[config.mk]
export PLATFORM = sky130hd
export DESIGN_NAME = arr_port_arbiter_flat
export DESIGN_NICKNAME = d
export VERILOG_FILES = /design/src/rtl/arr_port_arbiter_if.sv /design/src/rtl/arr_port_arbiter.sv /design/src/flat_wrapper.sv
export SDC_FILE = /design/constraint.sdc
export NUM_CORES = 1
export LEC_CHECK = 0
export ABC_CLOCK_PERIOD_IN_PS = 3210
export CELL_PAD_IN_SITES_DETAIL_PLACEMENT = 0
export CELL_PAD_IN_SITES_GLOBAL_PLACEMENT = 1
export CORE_AREA = 2 2 166 168
export DETAILED_ROUTE_END_ITERATION = 12
export DIE_AREA = 0 0 168 170
export PLACE_DENSITY_LB_ADDON = 0.1
export SLEW_MARGIN = 15
export SYNTH_ARGS = -nofsm -noshare
export SYNTH_HDL_FRONTEND = slang
export SYNTH_SLANG_ARGS = --single-unit
[constraint.sdc]
create_clock -name clk -period 3.21 [get_ports clk]
set_input_delay 0.8025 -clock clk [delete_from_list [all_inputs] [get_ports clk]]
set_output_delay 0.8025 -clock clk [all_outputs]
set_load 0.05 [all_outputs]
[src/rtl/arr_port_arbiter_if.sv]
// rtl/arr_port_arbiter_if.sv - request/response bundle for one arbiter port
interface arr_port_arbiter_if #(
   parameter int ADDR_W = 10,
   parameter int DATA_W = 64
);
   logic              valid;
   logic              ready;
   logic              lock;
   logic              we;
   logic [ADDR_W-1:0] addr;
   logic [DATA_W-1:0] wdata;
   logic              rvalid;
   logic [DATA_W-1:0] rdata;
   logic              rerr;

   modport master (
      output valid, lock, we, addr, wdata,
      input  ready, rvalid, rdata, rerr
   );

   modport slave (
      input  valid, lock, we, addr, wdata,
      output ready, rvalid, rdata, rerr
   );
endinterface

[src/rtl/arr_port_arbiter.sv]
// rtl/arr_port_arbiter.sv - two-port round-robin arbiter with lock for a single-port array memory
module arr_port_arbiter #(
   parameter int ADDR_W = 10,
   parameter int DATA_W = 64,
   parameter int DEPTH  = 1000
) (
   input  logic              clk,
   input  logic              rst_n,
   arr_port_arbiter_if.slave p0,
   arr_port_arbiter_if.slave p1,
   output logic              mem_we,
   output logic [ADDR_W-1:0] mem_addr,
   output logic [DATA_W-1:0] mem_wdata,
   input  logic [DATA_W-1:0] mem_rdata,
   output logic              oor_flag
);

   typedef enum logic [1:0] {FREE, LOCK0, LOCK1} state_t;

   localparam logic [ADDR_W:0] DEPTH_L = DEPTH[ADDR_W:0];

   state_t state_q;
   logic   last_q;
   logic   tag_valid_q;
   logic   tag_port_q;
   logic   tag_err_q;
   logic   oor_q;

   logic              gnt0;
   logic              gnt1;
   logic              acc;
   logic              beat_we;
   logic              beat_lock;
   logic [ADDR_W-1:0] beat_addr;
   logic [DATA_W-1:0] beat_wdata;
   logic              beat_oor;
   logic              rvalid0;
   logic              rvalid1;

   // On a tie in FREE the port that was not accepted most recently wins.
   always_comb begin
      gnt0 = 1'b0;
      gnt1 = 1'b0;
      if (rst_n) begin
         case (state_q)
            FREE: begin
               if (p0.valid && p1.valid) begin
                  gnt0 = last_q;
                  gnt1 = !last_q;
               end else begin
                  gnt0 = p0.valid;
                  gnt1 = p1.valid;
               end
            end
            LOCK0:   gnt0 = p0.valid;
            LOCK1:   gnt1 = p1.valid;
            default: ;
         endcase
      end
   end

   assign acc        = gnt0 | gnt1;
   assign beat_we    = gnt1 ? p1.we    : p0.we;
   assign beat_lock  = gnt1 ? p1.lock  : p0.lock;
   assign beat_addr  = gnt1 ? p1.addr  : p0.addr;
   assign beat_wdata = gnt1 ? p1.wdata : p0.wdata;
   assign beat_oor   = acc && ({1'b0, beat_addr} >= DEPTH_L);

   assign p0.ready  = gnt0;
   assign p1.ready  = gnt1;
   assign mem_we    = acc && beat_we && !beat_oor;
   assign mem_addr  = beat_oor ? '0 : beat_addr;
   assign mem_wdata = beat_wdata;
   assign oor_flag  = oor_q;

   always_ff @(posedge clk) begin
      if (!rst_n) begin
         state_q     <= FREE;
         last_q      <= 1'b1;
         tag_valid_q <= 1'b0;
         tag_port_q  <= 1'b0;
         tag_err_q   <= 1'b0;
         oor_q       <= 1'b0;
      end else begin
         tag_valid_q <= acc && !beat_we;
         if (acc) begin
            last_q     <= gnt1;
            tag_port_q <= gnt1;
            tag_err_q  <= beat_oor;
         end
         if (beat_oor) begin
            oor_q <= 1'b1;
         end
         case (state_q)
            FREE: begin
               if (acc && beat_lock) begin
                  state_q <= gnt1 ? LOCK1 : LOCK0;
               end
            end
            LOCK0, LOCK1: begin
               if (acc && !beat_lock) begin
                  state_q <= FREE;
               end
            end
            default: state_q <= FREE;
         endcase
      end
   end

   // Out-of-range reads never touched memory, so their data is forced to zero.
   assign rvalid0   = tag_valid_q && !tag_port_q;
   assign rvalid1   = tag_valid_q && tag_port_q;
   assign p0.rvalid = rvalid0;
   assign p1.rvalid = rvalid1;
   assign p0.rerr   = rvalid0 && tag_err_q;
   assign p1.rerr   = rvalid1 && tag_err_q;
   assign p0.rdata  = (rvalid0 && !tag_err_q) ? mem_rdata : '0;
   assign p1.rdata  = (rvalid1 && !tag_err_q) ? mem_rdata : '0;

endmodule

[src/flat_wrapper.sv]
// flat-port wrapper written by rule: the top's interface ports become plain ports
module arr_port_arbiter_flat 
#(
   parameter int ADDR_W = 10,
   parameter int DATA_W = 64,
   parameter int DEPTH  = 1000
)
  (clk, rst_n, mem_we, mem_addr, mem_wdata, mem_rdata, oor_flag, p0_valid, p0_lock, p0_we, p0_addr, p0_wdata, p0_ready, p0_rvalid, p0_rdata, p0_rerr, p1_valid, p1_lock, p1_we, p1_addr, p1_wdata, p1_ready, p1_rvalid, p1_rdata, p1_rerr);
  arr_port_arbiter_if #(.ADDR_W(ADDR_W), .DATA_W(DATA_W)) p0_i ();
  arr_port_arbiter_if #(.ADDR_W(ADDR_W), .DATA_W(DATA_W)) p1_i ();
  input  logic clk;
  input  logic rst_n;
  output logic mem_we;
  output logic [ADDR_W-1:0] mem_addr;
  output logic [DATA_W-1:0] mem_wdata;
  input  logic [DATA_W-1:0] mem_rdata;
  output logic oor_flag;
  input wire logic [$bits(p0_i.valid)-1:0] p0_valid;
  input wire logic [$bits(p0_i.lock)-1:0] p0_lock;
  input wire logic [$bits(p0_i.we)-1:0] p0_we;
  input wire logic [$bits(p0_i.addr)-1:0] p0_addr;
  input wire logic [$bits(p0_i.wdata)-1:0] p0_wdata;
  output wire logic [$bits(p0_i.ready)-1:0] p0_ready;
  output wire logic [$bits(p0_i.rvalid)-1:0] p0_rvalid;
  output wire logic [$bits(p0_i.rdata)-1:0] p0_rdata;
  output wire logic [$bits(p0_i.rerr)-1:0] p0_rerr;
  input wire logic [$bits(p1_i.valid)-1:0] p1_valid;
  input wire logic [$bits(p1_i.lock)-1:0] p1_lock;
  input wire logic [$bits(p1_i.we)-1:0] p1_we;
  input wire logic [$bits(p1_i.addr)-1:0] p1_addr;
  input wire logic [$bits(p1_i.wdata)-1:0] p1_wdata;
  output wire logic [$bits(p1_i.ready)-1:0] p1_ready;
  output wire logic [$bits(p1_i.rvalid)-1:0] p1_rvalid;
  output wire logic [$bits(p1_i.rdata)-1:0] p1_rdata;
  output wire logic [$bits(p1_i.rerr)-1:0] p1_rerr;
  assign p0_i.valid = p0_valid;
  assign p0_i.lock = p0_lock;
  assign p0_i.we = p0_we;
  assign p0_i.addr = p0_addr;
  assign p0_i.wdata = p0_wdata;
  assign p0_ready = p0_i.ready;
  assign p0_rvalid = p0_i.rvalid;
  assign p0_rdata = p0_i.rdata;
  assign p0_rerr = p0_i.rerr;
  assign p1_i.valid = p1_valid;
  assign p1_i.lock = p1_lock;
  assign p1_i.we = p1_we;
  assign p1_i.addr = p1_addr;
  assign p1_i.wdata = p1_wdata;
  assign p1_ready = p1_i.ready;
  assign p1_rvalid = p1_i.rvalid;
  assign p1_rdata = p1_i.rdata;
  assign p1_rerr = p1_i.rerr;
  arr_port_arbiter #(.ADDR_W(ADDR_W), .DATA_W(DATA_W), .DEPTH(DEPTH)) u_core (.clk(clk), .rst_n(rst_n), .p0(p0_i), .p1(p1_i), .mem_we(mem_we), .mem_addr(mem_addr), .mem_wdata(mem_wdata), .mem_rdata(mem_rdata), .oor_flag(oor_flag));
endmodule
==> results.cfg <==
[status]
status = finished, final reports clean

[power_and_ir_drop]
p_int_mw = 1.431
vdd_drop_max_uv = 188.0
seqPwrFrac_pct = 4.1
p_per_area_nw_per_um2 = 350.1
power.leakage_nw = 3.468
finalPower_mw = 2.929
p_switching_mw = 1.499
switching_share_pct = 51.16
combPwrFrac_pct = 88.5
p_clk_share_pct = 7.3

[cts]
cts_hold_buffers = 0
cts.sinks = 7
numCtsBuffers = 3
path_clk_slew_ns = 0.04
cts_tree = yes
clk_latency_ns = 0.23
cts_max_level = 1
root_buffer = clkbuf_16
clk_path_buf_depth = 2

[setup_path]
path_class = in -> out
worstPathRequired_ns = 2.41
crit_path_end = mem_we
cp-startpoint = p0_valid
reg2reg_depth = 8
r2r_start = u_core.state_q[0]$_SDFFE_PN0P_
r2r-end = u_core.tag_err_q$_SDFFE_PN0P_
startpoint_type = primary input
crit_arrival_ns = 2.32
endpoint_kind = output pin
critPathMaxFanout = 12
reg2reg_slack_ns = 1.28

[cells_and_area]
fin_nets = 955
final_cells = 1072
n_fill_cell = 2744
final_util_pct = 31.40
drive_gt1_share_pct = 41.72
post-route-cell-area_um2 = 8368
n_antenna_cell = 0
multi_input_area_um2 = 2073
regArea_um2 = 140.1
area_delta_synth_final_pct = 257.1

[floorplanning]
start_util_pct = 8.793
rows = 60
ios = 430
die_w_um = 168
die-height_um = 170
design.core.area_um2 = 26650
dieArea_um2 = 28560

[drt]
vias = 3890
drt_first_pass_iters = 4
wl_per_cell_um = 17.89
ant_nets = 0
drc = 0
drt_wl_total_mm = 19.18
viasPerCell = 3.629
dr.first_iter.drc_count = 48

[timing]
timing_worst_slew_pin_value_ns = 0.6477
fmax_mhz = 320.2
setup_viol = 0
period_needed_ns = 3.123
holdWs_ns = 0.4767
relSlewSlack_pct = 56.68
rsz0062_at_grt = false
hold_violations = 0
worst_slack_ns = 0.08696
skew_ns = 0.002229
drv_slew = 0
setup-tns-final_ns = 0
post-route-period-util_pct = 97.29

[global_routing]
grt_max_degree = 65
overflow = 0
antenna_found_initial = 2
grt_usage_pct = 12.51
grt_pass1_wl_mm = 26.74
grt_pass1_vias = 4173

[yosys]
yosysSeqAreaShare_pct = 5.980
yosysWarnings = 0
synth_edf_count = 0
syn_nets = 524
synth_seq_cells = 7
syn_area_um2 = 2343
syn_area_per_cell_um2 = 7.786
synth.most_common_cell = and2_1
ys_types = 37
synthFlopType = dfxtp_1
synth_top_area_share_pct = 34.97
synthTopCellsByCount = and2_1 (131), mux2_2 (64), clkbuf_1 (15), nor3_1 (12), mux2i_1 (10)
async_reset_ff_share_pct = 0
yosysTopAreaCell = and2_1
synth.area.top_cells = and2_1 (35%), mux2_2 (31%), dfxtp_1 (6.0%)
synthCells = 301

[placed_design]
finalWeightedCongestion = 0.8142
io_buffers = 429
dp_cells = 1065
dp_hpwl_mm = 17.33
postPlaceCellArea_um2 = 8223
dp_slack_ns = -0.4606

[worst_hold_path]
hold_path_class = reg -> reg

[flow_run]
max-cap-violations = 0
## worst min path at each step
stage	start	endpoint	depth (start not counted)
global route	u_core.tag_port_q$_SDFFE_PN0P_	u_core.tag_port_q$_SDFFE_PN0P_	2
floorplan	u_core.tag_port_q$_SDFFE_PN0P_	u_core.tag_port_q$_SDFFE_PN0P_	2
CTS	u_core.tag_port_q$_SDFFE_PN0P_	u_core.tag_port_q$_SDFFE_PN0P_	2
finish	u_core.tag_port_q$_SDFFE_PN0P_	u_core.tag_port_q$_SDFFE_PN0P_	2
global placement	u_core.tag_port_q$_SDFFE_PN0P_	u_core.tag_port_q$_SDFFE_PN0P_	2
detailed placement	u_core.tag_port_q$_SDFFE_PN0P_	u_core.tag_port_q$_SDFFE_PN0P_	2
## cell usage in the layout (no fill, tap or decap), drive strengths merged, types with 2 or more instances in the layout
master / count
a211oi: 2
a21o: 2
a21oi: 2
and2: 131
buf: 228
clkbuf: 3
clkdlybuf4s50: 221
dfxtp: 7
dlygate4sd2: 2
ha: 3
inv: 5
mux2: 64
mux2i: 10
nand2: 4
nand3: 2
nand4: 4
nor2b: 4
nor3: 13
o211ai: 2
o21ai: 7
## worst max-delay path, cell delays in order
cell,delay [ns]
clkdlybuf4s15_2,0.23
a21boi_4,0.08
o211ai_4,0.27
buf_12,0.19
nor4b_4,0.29
buf_4,0.20
a211oi_2,0.04
buf_4,0.20
## layer usage
| metal | part of all wire, % | routed length, µm | global-route usage (%) |
|---|---|---|---|
| met5 | 0 | 0 | 0 |
| met4 | 0.63 | 121 | 1.323 |
| met3 | 10 | 1914 | 4.093 |
| met2 | 60 | 11420 | 27.88 |
| met1 | 30 | 5723 | 10.75 |
## state kept, by name, indices dropped and copies added, names as in the netlist
name / count
u_core.last_q: 1
u_core.tag_err_q: 1
u_core.tag_port_q: 1
u_core.tag_valid_q: 1
u_core.oor_flag: 1
u_core.state_q: 2
## final cells by class
class / instances / share of cell area, %
timing repair buffer: 452 / 67.27
multi-input combinational: 263 / 24.78
tap: 341 / 5.099
sequential: 7 / 1.675
clock buffer: 3 / 0.8971
inverter: 5 / 0.2243
clock inverter: 1 / 0.05981
## timing repair
action                                  CTS  global route
endpoints found under the setup margin   75             3
gates resized for setup                  12             1
pin swaps                                 3             1
buffers inserted                          3             0
## kinds of logic (layout without fill, tap and decap cells)
logic type | after synthesis | in the layout | share of synthesized area [%]
adders and majority gates | 3 | 3 | 1.602
and+or+nand+nor | 165 | 165 | 43.83
AOI/OAI and AO/OA | 21 | 21 | 7.101
DFF | 7 | 7 | 5.980
buffers and inverters | 31 | 461 | 6.460
muxes | 74 | 74 | 35.02
## power by group through the flow
stage | clock network [mW] | logic, mW | registers (mW)
after floorplan | 0 | 1.43 | 0.117
after global placement | 0 | 2.61 | 0.121
after detailed placement | 0 | 2.61 | 0.122
after CTS | 0.218 | 2.63 | 0.121
after global routing | 0.224 | 2.71 | 0.123
final | 0.215 | 2.59 | 0.121
(Power assumes the default switching activity.)
==> RTL change 1, RTL diff (same settings) <==
Reset style: asynchronous (`rst_n`), changed in one clocked block.
--- a/src/rtl/arr_port_arbiter.sv
+++ b/src/rtl/arr_port_arbiter.sv
@@ -74,5 +74,5 @@
    assign oor_flag  = oor_q;
 
-   always_ff @(posedge clk) begin
+   always_ff @(posedge clk or negedge rst_n) begin
       if (!rst_n) begin
          state_q     <= FREE;
Formal check against the unedited RTL: differs if rst_n is asserted again (counterexample within 4 cycles, from zero or initial values and one cycle with rst_n low); with rst_n held inactive, the same outputs for 10 cycles.
==> RTL change 1 against the unedited design <==
Worst setup slack worse by 0.0050 ns; fmax is 0.16% lower; synthesized area increased by 2.7%; critical endpoint is now mem_wdata[7]; die area stayed put; first-iteration DRC count rose to 3.0 times the old value; largest cell class unchanged; clock skew is essentially flat; routed wire length up 9.3%; register-to-register slack got worse by 0.08 ns; sequential cell count unchanged; power up 45%; final area increased by 12%; sequential share of layout area is 0.21 points higher.
==> RTL change 1: results (changes against the unedited design) <==
Timing
  • Max_slew headroom: 59.03% (+2.3 points)
  • Layout Skew: 0.002099 ns (-0.0001296 ns)
  • Peak Freq: 319.7 MHz (-0.16%)
  • Worst hold margin: 0.4713 ns (-0.005342 ns)

Synthesis
  • Synth Area in Adders: 1.560% (-0.042 points)
  • Ys async rst share: 100.0% (+100 points)
  • Post-synth EDFFs: 0 (unchanged)
  • Synth Area in Compound Gates: 4.888% (-2.2 points)
  • Post-synthesis mux area share: 4.628% (-30 points)
  • Dominant cells by area after synthesis: and2_1 (34%), nand2_1 (31%), dfrtp_1 (6.2%)
  • Synth warn: 0 (unchanged)
  • Post-synthesis sequential area ratio: 7.332% (+1.4 points)
  • Synth Flop Type: dfrtp_1
  • Post-synth top cells: nand2_1 (198), and2_1 (130), clkbuf_1 (19), mux2i_1 (10)
  • Distinct cells, synth: 38 (+2.7%)
  • Synthesized area per cell: 5.609 um^2 (-28%)

Global route
  • First-pass GRT wire length: 29,570 um (+11%)
  • Vias in the first global route: 4,489 (+7.6%)
  • Met1 Use GR: 14.30% (+3.5 points)
  • GRT met3 Usage: 3.953% (-0.14 points)
  • Initial antenna violation count: 5 (+3)
  • Global-route met2 utilization: 27.85% (-0.036 points)

Pwr
  • NetSw: 0.002155 W (+44%)
  • Leakage: 4.100 nW (+18%)
  • Clk pwr share: 4.9% (-2.4 points)
  • Max rail drop VDD: 0.0001769 V (-5.9%)
  • Total design power: 0.004244 W (+45%)
  • Total combinational power: 0.00389 W (+50%)

Drt
  • Routed met2 length: 11,670 um (+2.2%)
  • Top sig layer: met5
  • Final WL: 20,970 um (+9.3%)
  • Routed length per placed instance: 17.49 um (-2.3%)
  • Iteration-0 DRC Markers: 145 (+200%)
  • WL met1: 7338 um (+28%)
  • Via Count: 4,396 (+13%)
  • Met3 routed WL: 1669 um (-13%)

Critical path
  • Worst r2r src: u_core.state_q[0]$_DFFE_PN0P_
  • Reg2reg setup slack: 1.20 ns (-0.08 ns)
  • CP arrival: 2.33 ns
  • Critical Path Sink: mem_wdata[7]
  • Critical path peak fanout: 8 (-4)

Cells and area
  • Register area: 176.4 um^2 (+26%)
  • Max FFs per register: 2 (unchanged)
  • Fillers: 2,624 (-4.4%)
  • Nets@finish: 1,082 (+13%)
  • Layout cells sized above 1: 31.70% (-10 points)

Place
  • Placer Congestion: 0.7978 (-2.0%)
  • DPL Wire Length: 17,860 um (+3.0%)
  • Placed Area: 9119 um^2 (+11%)
  • Dpl cells: 1,189 (+12%)
  • Pre-CTS setup slack: -0.1638 ns (+0.2969 ns)
  • # port buffers: 429 (unchanged)

Outcome
  • Outcome: complete, no violations

Min path
  • WHS Path Cells: 2 (unchanged)
[RTL change 1: changes by cell type after synthesis, sizes merged, moves of 2 or more]
cell,change
a21o,-2
a21oi,-2
buf,+3
clkbuf,+4
dfrtp,+6
dfxtp,-7
mux2,-63
nand2,+195
o21ai,-3
o32ai,+2
or2,+2
[RTL change 1: repair_timing]
action | CTS | global route
gates resized for setup | 21 | 5
setup endpoints to repair | 75 | 9
buffers inserted | 4 | 0
pin swaps | 4 | 0
cloned | 2 | 0
[RTL change 1: cell type report]
class	count	area share, %
multi-input cells	385	22.49
repair buffers	458	70.00
clock buffers	4	0.8403
well taps	341	4.548
inverters	4	0.2401
flip-flops and latches	7	1.881
[RTL change 1: how the worst min path moves through the flow]
stage,start,endpoint
floorplan,u_core.last_q$_DFFE_PN1P_,u_core.last_q$_DFFE_PN1P_
global placement,u_core.last_q$_DFFE_PN1P_,u_core.last_q$_DFFE_PN1P_
detailed placement,u_core.last_q$_DFFE_PN1P_,u_core.last_q$_DFFE_PN1P_
CTS,u_core.last_q$_DFFE_PN1P_,u_core.last_q$_DFFE_PN1P_
global route,u_core.last_q$_DFFE_PN1P_,u_core.last_q$_DFFE_PN1P_
finish,u_core.last_q$_DFFE_PN1P_,u_core.last_q$_DFFE_PN1P_
[RTL change 1: logic make-up (layout without fill, tap and decap cells)]
kind of cell | after synthesis | count (layout)
buffers and inverters | 37 | 466
AND/OR/NAND/NOR | 358 | 358
AO/OA/AOI/OAI | 13 | 13
multiplexers | 11 | 11
flip-flops | 7 | 7
adder cells (fa/ha/maj) | 3 | 3
[RTL change 1: critical path, stage by stage]
cell and delay, ns:
dlygate4sd2_1 0.25, and3b_1 0.19, or2_4 0.30, inv_8 0.09, buf_12 0.12, bufbuf_16 0.27
nand2_1 0.07, nand2_2 0.08, buf_12 0.14
==> RTL change 2, RTL diff (same flow settings) <==
Made on the original files. `DEPTH` is set to 1000 in 2 places; all go to 500.
--- a/src/rtl/arr_port_arbiter.sv
+++ b/src/rtl/arr_port_arbiter.sv
@@ -3,5 +3,5 @@
    parameter int ADDR_W = 10,
    parameter int DATA_W = 64,
-   parameter int DEPTH  = 1000
+   parameter int DEPTH  = 500
 ) (
    input  logic              clk,
--- a/src/flat_wrapper.sv
+++ b/src/flat_wrapper.sv
@@ -4,5 +4,5 @@
    parameter int ADDR_W = 10,
    parameter int DATA_W = 64,
-   parameter int DEPTH  = 1000
+   parameter int DEPTH  = 500
 )
   (clk, rst_n, mem_we, mem_addr, mem_wdata, mem_rdata, oor_flag, p0_valid, p0_lock, p0_we, p0_addr, p0_wdata, p0_ready, p0_rvalid, p0_rdata, p0_rerr, p1_valid, p1_lock, p1_we, p1_addr, p1_wdata, p1_ready, p1_rvalid, p1_rdata, p1_rerr);
Check against the original RTL: not equivalent (a bounded check fails within 4 cycles, from zero or initial values and one cycle with rst_n low).
==> RTL change 2 against the unedited design <==
Final area rose by 1.9%; synthesized area fell by 1.9%; sequential cell count did not move; worst setup slack improved by 0.0030 ns; critical path depth did not move; synthesized cell count fell by 3.3%; first-iteration DRC count fell by 8.3%; core utilization rose by 0.59 points; power fell by 23%; routed wire length fell by 8.0%; clock skew barely moved; highest routed layer unchanged.
==> RTL change 2: results (changes against the unedited design) <==
Cells and area
  • Max FFs per register: 2 (unchanged)
  • Biggest register: u_core.state_q
  • Antenna cells: 0 (unchanged)
  • Nets@finish: 949 (-0.63%)
  • Layout cells sized above 1: 42.48% (+0.76 points)

CTS
  • Clock Root Buffer: clkbuf_16
  • Clk slew on worst S/H paths: 0.03 ns
  • Clk Latency, worst-skew pair: 0.23 ns (about the same)
  • CTS Buffer Depth: 2 (unchanged)
  • H-tree levels: 1 (unchanged)
  • Clock buffer count from CTS: 3 (unchanged)

Drt
  • Via/cell ratio: 3.612 (-0.47%)
  • DRC: 0 (unchanged)
  • Drt pass-1 iters: 4 (unchanged)
  • Iteration-0 DRC Markers: 44 (-8.3%)
  • Final WL: 17,650 um (-8.0%)

Timing
  • Worst slew pin tran: 0.5582 ns (-0.08951 ns)
  • Layout Skew: 0.002633 ns (+0.0004046 ns)

Synthesis
  • Post-synthesis sequential area ratio: 6.097% (+0.12 points)
  • Post-Syn Nets: 514 (-1.9%)
  • Synth Flop Type: dfxtp_1
  • Ys async rst share: 0% (unchanged)
  • Dominant cells by area after synthesis: and2_1 (35%), mux2_2 (29%), dfxtp_1 (6.1%)
  • Distinct cells, synth: 34 (-8.1%)
  • Post-synth top cells: and2_1 (130), mux2_2 (59), clkbuf_1 (14), a22o_1 (9), dfxtp_1 (7)
  • Synth warn: 0 (unchanged)

Global route
  • First-pass GRT wire length: 24,940 um (-6.8%)
  • All-Layer GR Usage: 11.38% (-1.1 points)
  • Vias in the first global route: 4,122 (-1.2%)
  • Pin count of the biggest net entering global routing: 65 (unchanged)
  • Initial antenna violation count: 1 (-1)

Place
  • Placer Congestion: 0.7677 (-5.7%)
  • # port buffers: 429 (unchanged)
  • DPL Wire Length: 15,670 um (-9.6%)
  • Pre-CTS setup slack: -0.1398 ns (+0.3209 ns)

Critical path
  • Critical path peak fanout: 18 (+6)
  • CP arrival: 2.32 ns (about the same)

Min path
  • Tightest Hold Check Type: register to register

Pwr
  • Leakage: 3.486 nW (+0.51%)
  • Internal cell power: 0.001181 W (-17%)
  • Max rail drop VDD: 0.0001532 V (-19%)

Outcome
  • Outcome: complete, no violations
[RTL change 2: final cells by class]
type	instances	area [um^2]
clock buffer	4	78.83
fill	2700	18120
inverter	6	22.52
multi-input combinational	255	2046
sequential	7	140.1
tap	341	426.7
timing repair buffer	453	5812
[RTL change 2: stage by stage]
stage               setup TNS, ns  area [um^2]  instances
floorplan                       0         2298        291
global placement           -5.822         8348       1058
detailed placement         -7.790         8348       1058
CTS                             0         8519       1067
global route            -0.007736         8526       1066
finish                          0         8526       1066
[RTL change 2: final timing paths]
kind / from / end / slack, ns / cells after the start
worst min-delay path: u_core.oor_flag$_SDFFE_PN0P_ / u_core.oor_flag$_SDFFE_PN0P_ / 0.48 / 2
worst min register to register: u_core.oor_flag$_SDFFE_PN0P_ / u_core.oor_flag$_SDFFE_PN0P_ / 0.48 / 2
worst max register to register: u_core.state_q[1]$_SDFFE_PN0P_ / u_core.oor_flag$_SDFFE_PN0P_ / 1.31 / 7
worst max-delay path: p0_valid / mem_wdata[3] / 0.09 / 8
[RTL change 2: what timing repair did]
action | 4_1_cts | 5_1_grt
setup buffers | 4 | 0
pin swaps | 4 | 12
endpoints found under the setup margin | 75 | 69
cloned | 2 | 0
resized for setup | 10 | 3
hold buffers | 0 | 0
[RTL change 2: routing by layer]
metal	global-route usage, %	vias up	routed length, um
li1	-	1859	-
met3	3.535	2	1648
met1	10.70	1733	5766
met5	0	-	0
met2	24.67	256	10220
met4	0.4537	0	13
[RTL change 2: critical path, stage by stage]
cell and delay (ns):
dlygate4sd2_1 0.23, a21boi_2 0.08, o211ai_4 0.20, buf_12 0.14
buf_4 0.11, buf_6 0.19, mux2_2 0.36, buf_4 0.19
[RTL change 2: cell families after synthesis]
kind of cell	share of synthesized area (%)
buffers and inverters	6.423
multiplexers	32.61
AO/OA/AOI/OAI	9.962
flip-flops	6.097
adder cells (fa/ha/maj)	1.633
AND/OR/NAND/NOR	43.28
[RTL change 2: power groups by stage]
stage	Sequential (W)	Clock [W]	Combinational (W)
finish	0.000119	0.000211	0.00192
global route	0.000123	0.000226	0.00201
CTS	0.000120	0.000219	0.00195
detailed placement	0.000121	0	0.00191
global placement	0.000120	0	0.00191
floorplan	0.000124	0	0.000976
